$ cat config.mk
export PLATFORM = sky130hd
export DESIGN_NAME = decoder_scan_seq
export DESIGN_NICKNAME = d
export VERILOG_FILES = /design/src/rtl/decoder_pkg.sv /design/src/rtl/decoder_scan_seq_dwell_counter.sv /design/src/rtl/decoder_scan_seq.sv
export SDC_FILE = /design/constraint.sdc
export NUM_CORES = 1
export LEC_CHECK = 0
export ABC_AREA = 1
export CELL_PAD_IN_SITES_DETAIL_PLACEMENT = 1
export CELL_PAD_IN_SITES_GLOBAL_PLACEMENT = 2
export CORE_ASPECT_RATIO = 0.7
export CORE_MARGIN = 3
export CORE_UTILIZATION = 31
export DETAILED_ROUTE_END_ITERATION = 8
export MAX_ROUTING_LAYER = met4
export PLACE_DENSITY_LB_ADDON = 0.15
export SYNTH_ARGS = -nofsm -noshare
export SYNTH_HDL_FRONTEND = slang
export SYNTH_SLANG_ARGS = --single-unit
$ cat constraint.sdc
create_clock -name Clk -period 2.6 [get_ports Clk]
set_clock_uncertainty 0.2 [all_clocks]
set_input_delay 0.65 -clock Clk [delete_from_list [all_inputs] [get_ports Clk]]
set_output_delay 0.65 -clock Clk [all_outputs]
set_load 0.02 [all_outputs]
$ cat src/rtl/decoder_pkg.sv
// Shared types and helpers for the scanning one-hot decoder.
package decoder_pkg;

  localparam int DEFAULT_IN_W    = 3;
  localparam int DEFAULT_DWELL_W = 8;

  typedef enum logic [1:0] {
    IDLE   = 2'd0,
    DIRECT = 2'd1,
    SCAN   = 2'd2,
    BLANK  = 2'd3
  } state_t;

  // One-hot of index within a 64-line field; lines at or above width stay zero.
  function automatic logic [63:0] onehot_of(input logic [5:0] index, input int width);
    logic [63:0] v;
    v = '0;
    if (int'(index) < width) v[index] = 1'b1;
    return v;
  endfunction

endpackage

$ cat src/rtl/decoder_scan_seq_dwell_counter.sv
// Dwell counter: counts 0..max, restarting on clear or after the terminal count.
module dwell_counter
  import decoder_pkg::*;
#(
  parameter int DWELL_W = DEFAULT_DWELL_W
) (
  input  logic               clk,
  input  logic               rst,
  input  logic               clear,
  input  logic               enable,
  input  logic [DWELL_W-1:0] max,
  output logic [DWELL_W-1:0] count,
  output logic               terminal
);

  // >= so that lowering max mid-dwell still ends the dwell promptly.
  assign terminal = (count >= max);

  always_ff @(posedge clk or posedge rst) begin
    if (rst) begin
      count <= '0;
    end else if (clear || (enable && terminal)) begin
      count <= '0;
    end else if (enable) begin
      count <= count + {{(DWELL_W-1){1'b0}}, 1'b1};
    end
  end

endmodule

$ cat src/rtl/decoder_scan_seq.sv
// Registered binary-to-one-hot decoder with direct and dwell-timed scan modes.
// Optional DECODER_SCAN_BLANK_EN inserts one blank cycle before each scan step's new line.
module decoder_scan_seq
  import decoder_pkg::*;
#(
  parameter  int IN_W    = DEFAULT_IN_W,
  parameter  int DWELL_W = DEFAULT_DWELL_W,
  localparam int OUT_W   = 1 << IN_W
) (
  input  logic               Clk,
  input  logic               Reset,
  input  logic               En,
  input  logic               Mode,
  input  logic [IN_W-1:0]    In,
  input  logic               Load,
  input  logic [DWELL_W-1:0] DwellMax,
  output logic [OUT_W-1:0]   Out,
  output logic [IN_W-1:0]    Index,
  output logic               Wrap
);

  state_t            state_reg, state_next;
  logic [IN_W-1:0]   index_reg, index_next;
  logic [OUT_W-1:0]  out_reg, out_next;
  logic              wrap_reg, wrap_next;
  logic              cnt_clear, cnt_enable;
  logic [DWELL_W-1:0] dwell_count;
  logic              terminal;
  logic [63:0]       onehot_full;
  logic              unused_count;

  dwell_counter #(.DWELL_W(DWELL_W)) u_dwell (
    .clk      (Clk),
    .rst      (Reset),
    .clear    (cnt_clear),
    .enable   (cnt_enable),
    .max      (DwellMax),
    .count    (dwell_count),
    .terminal (terminal)
  );

  // Only the terminal flag steers the sequencer; the raw count is informational.
  assign unused_count = ^dwell_count;

  always_comb begin
    state_next = IDLE;
    index_next = index_reg;
    wrap_next  = 1'b0;
    cnt_clear  = 1'b1;
    cnt_enable = 1'b0;
    if (En && !Mode) begin
      state_next = DIRECT;
      index_next = In;
    end else if (En && Mode) begin
      state_next = SCAN;
      if (Load) begin
        index_next = In;
      end else if (state_reg == SCAN) begin
        cnt_clear  = 1'b0;
        cnt_enable = 1'b1;
        if (terminal) begin
          index_next = index_reg + IN_W'(1);
          wrap_next  = (index_reg == {IN_W{1'b1}});
`ifdef DECODER_SCAN_BLANK_EN
          state_next = BLANK;
`endif
        end
      end
    end
  end

  assign onehot_full = onehot_of(6'(index_next), OUT_W);

  always_comb begin
    out_next = '0;
    if (state_next == DIRECT || state_next == SCAN) out_next = onehot_full[OUT_W-1:0];
  end

  always_ff @(posedge Clk or posedge Reset) begin
    if (Reset) begin
      state_reg <= IDLE;
      index_reg <= '0;
      out_reg   <= '0;
      wrap_reg  <= 1'b0;
    end else begin
      state_reg <= state_next;
      index_reg <= index_next;
      out_reg   <= out_next;
      wrap_reg  <= wrap_next;
    end
  end

  assign Out   = out_reg;
  assign Index = index_reg;
  assign Wrap  = wrap_reg;

endmodule

==> results of run 1 <==
[synth_stat cells]
library cell / number / area (um2)
nand3b_1: 1 / 7.51
o21ai_1: 2 / 10.0
or2_1: 1 / 6.26
nor2_1: 21 / 78.8
nor2_4: 1 / 11.3
nor3_1: 2 / 10.0
a21oi_4: 2 / 32.5
nand2_1: 29 / 109
nand2_2: 3 / 18.8
nor2_8: 1 / 20.0
nand2_4: 2 / 22.5
xnor2_1: 1 / 8.76
a21oi_1: 6 / 30.0
nand3_2: 2 / 20.0
nand3_1: 8 / 40.0
and3_1: 2 / 12.5
ha_1: 11 / 138
inv_2: 4 / 15.0
xor2_1: 1 / 8.76
inv_1: 25 / 93.8
o21a_1: 1 / 7.51
nor3b_1: 2 / 15.0
dfrtp_1: 22 / 551
[cells in the final DEF, fill, tap and decap left out, drive strengths merged, types with 2 or more instances in the layout]
| cell type | Yosys | final |
|---|---|---|
| nand2 | 34 | 34 |
| nor2 | 23 | 23 |
| buf | 0 | 5 |
| nor3b | 2 | 2 |
| clkdlybuf4s50 | 0 | 24 |
| o21ai | 2 | 2 |
| and3 | 2 | 2 |
| clkbuf | 0 | 3 |
| a21oi | 8 | 8 |
| dfrtp | 22 | 22 |
| ha | 11 | 11 |
| nor3 | 2 | 2 |
| dlymetal6s2s | 0 | 3 |
| inv | 29 | 29 |
| nand3 | 10 | 10 |
[kinds of logic after synthesis]
kind of cell / after synthesis / share of synthesized area [%]
adders and majority gates: 11 / 10.9
buffers and inverters: 29 / 8.60
xor gates and xnor gates: 2 / 1.38
and+or+nand+nor: 75 / 29.3
AOI/OAI and AO/OA: 11 / 6.32
DFF: 22 / 43.5
[metal layers]
layer / GRT usage (%) / share of wire (%) / vias to the layer above
met2: 21.0 / 46 / 16
met3: 4.26 / 3.7 / 2
li1: - / - / 535
met4: 2.13 / 0.55 / 0
met1: 18.6 / 50 / 501
met5: - / 0 / -
[report_power, final]
group	total (mW)	internal [mW]	switching (mW)
clock	0.314	0.205	0.109
sequential	0.368	0.357	0.0113
combinational	0.185	0.0820	0.103
[final cells by class]
type,count,share of cell area (%)
Clock buffer,3,2.24
Inverter,29,5.92
Clock inverter,1,1.63
Timing Repair Buffer,32,17.1
Multi-Input combinational cell,99,39.7
Tap cell,50,3.40
Sequential cell,22,29.9
[stage by stage]
step	setup TNS (ns)	utilization [%]	worst slack (ns)
after floorplan	0	-	0.527
after global placement	-1.18	43.6	-0.110
after detailed placement	-2.35	43.6	-0.204
after CTS	0	45.6	0.0778
after global routing	-0.0418	49.5	-0.0116
final	0	49.5	0.0812
[worst register-to-register path: cells and delay by family, from the launching register on]
kind	cells	cell delay, ns
flip-flops	1	0.40
adder cells (fa/ha/maj)	1	0.27
AO/OA/AOI/OAI	1	0.18
AND/OR/NAND/NOR	11	0.96
buffers and inverters	1	0.06
[path summary, 6_finish.rpt]
path / to / slack [ns] / depth (start not counted)
setup / recovery: Out[2]$_DFF_PP0_ / 0.08 / 13
hold reg to reg: u_dwell.count[0]$_DFFE_PP0P_ / 0.30 / 1
min in group asynchronous: Out[7]$_DFF_PP0_ / 0.53 / 3
max in group asynchronous: state_reg[1]$_DFF_PP0_ / 1.45 / 3
hold / removal: u_dwell.count[0]$_DFFE_PP0P_ / 0.30 / 1
setup reg to reg: Out[5]$_DFF_PP0_ / 0.48 / 14
[timing repair]
action / in CTS / in global routing
resized for setup: 0 / 28
hold buffers: 0 / 0
buffers inserted: 0 / 2
endpoints found under the setup margin: 0 / 11
==> impl_metrics.toml, run 1 <==
[status]
status = "completed"

[cells_and_area]
syn2layout_area_growth_pct = 45.3
diodes = 0
final_cells = 236
regArea_um2 = 551
final_layout_size_suffix_gt1_share_pct = 24.2
multi_input_area_um2 = 731
final_area_um2 = 1840
fin_nets = 214
fillers = 432

[timing]
slew_violations = 0
hold_viol_final = 0
holdWs_ns = 0.297
fmax_mhz = 397
post-route-period-util_pct = 96.9
rsz0062_at_grt = "true"
finalSetupViolCount = 0
min_period_ns = 2.52
maxSlewHeadroom_pct = 78.9
worst_slew_pin_slew_ns = 0.314

[placement]
gp_congestion = 0.852
dpl_cell_area_um2 = 1620
post-dp-hpwl_um = 2440
io_buffers = 27
placed_cells = 230

[global_routing]
antenna_found_initial = 0
grt_max_degree = 23
grt-ovfl-total = 0
grt_usage_pct = 13.9
grt_pass1_vias = 1059
grt_pass1_wl_um = 4910

[die]
fp.coreArea_um2 = 3720
io_pins = 28
design.die.area_um2 = 4900
row_count = 18
die_x_um = 82.4
die_h_um = 59.5
start_util_pct = 34.1

[worst_setup_path]
path_class = "input port to flip-flop"
slowest_delay_ns = 0.46
cp-start-kind = "input port"
startpoint = "DwellMax[7]"
required_ns = 2.59
crit_fanout = 5
slowest_stage = "clkdlybuf4s50_1"
crit_chain = "clkdlybuf4s50_1, inv_1, ha_1, a21oi_1, o21a_1, nand2_4, nand2_4, nand2_1, nand3b_1, nand2_2, nand2_2, inv_2, nor2_2"
cp.arrival_ns = 2.51
crit_buf_inv = 3
endpoint_kind = "flip-flop"
cp_top_family = "simple AND/OR/NAND/NOR gates"
r2r_start = "u_dwell.count[0]$_DFFE_PP0P_"

[worst_hold_path]
hold_class = "flip-flop to flip-flop"
holdCritStartpoint = "u_dwell.count[0]$_DFFE_PP0P_"

[logic_synthesis]
yosys_warnings = 0
synth_cell_types = 23
syn_nets = 177
ys_ff_latch = 22
syn_avg_cell_area_um2 = 8.44
ys_seq_area_share_pct = 43.5
synthCells = 150
synth_area_um2 = 1270

[clock_tree]
cts_buffers = 3
htree_levels = 1
cts_tree = "done"
insertion_delay_ns = 0.26
cts.sinks = 22
clkTransAtPathRegs_ns = 0.08
cts_buffer_depth = 2
root_buffer = "clkbuf_8"

[detailed_routing]
viasPerCell = 4.47
drc = 0
antenna_left = 0
vias = 1054
first_iter_violations = 25
wl_um = 3110
first_pass_iters = 3
detail_route.wl_per_cell_um = 13.2

[power_and_ir_drop]
power_mw = 0.867
ir_drop_v = 0.000301
leakage_nw = 0.896
powerDensity_nw_per_um2 = 472

[job]
max_cap_viol_count = 0
No activity file was read; power rests on OpenSTA's default activity.
==> run 2: changes to the inputs <==
Settings changed: GPL_ROUTABILITY_DRIVEN from default to 0, SLEW_MARGIN from default to 0.
==> results of run 2 <==
Same layout as run 1: the final DEF is identical, and so are final timing and power.
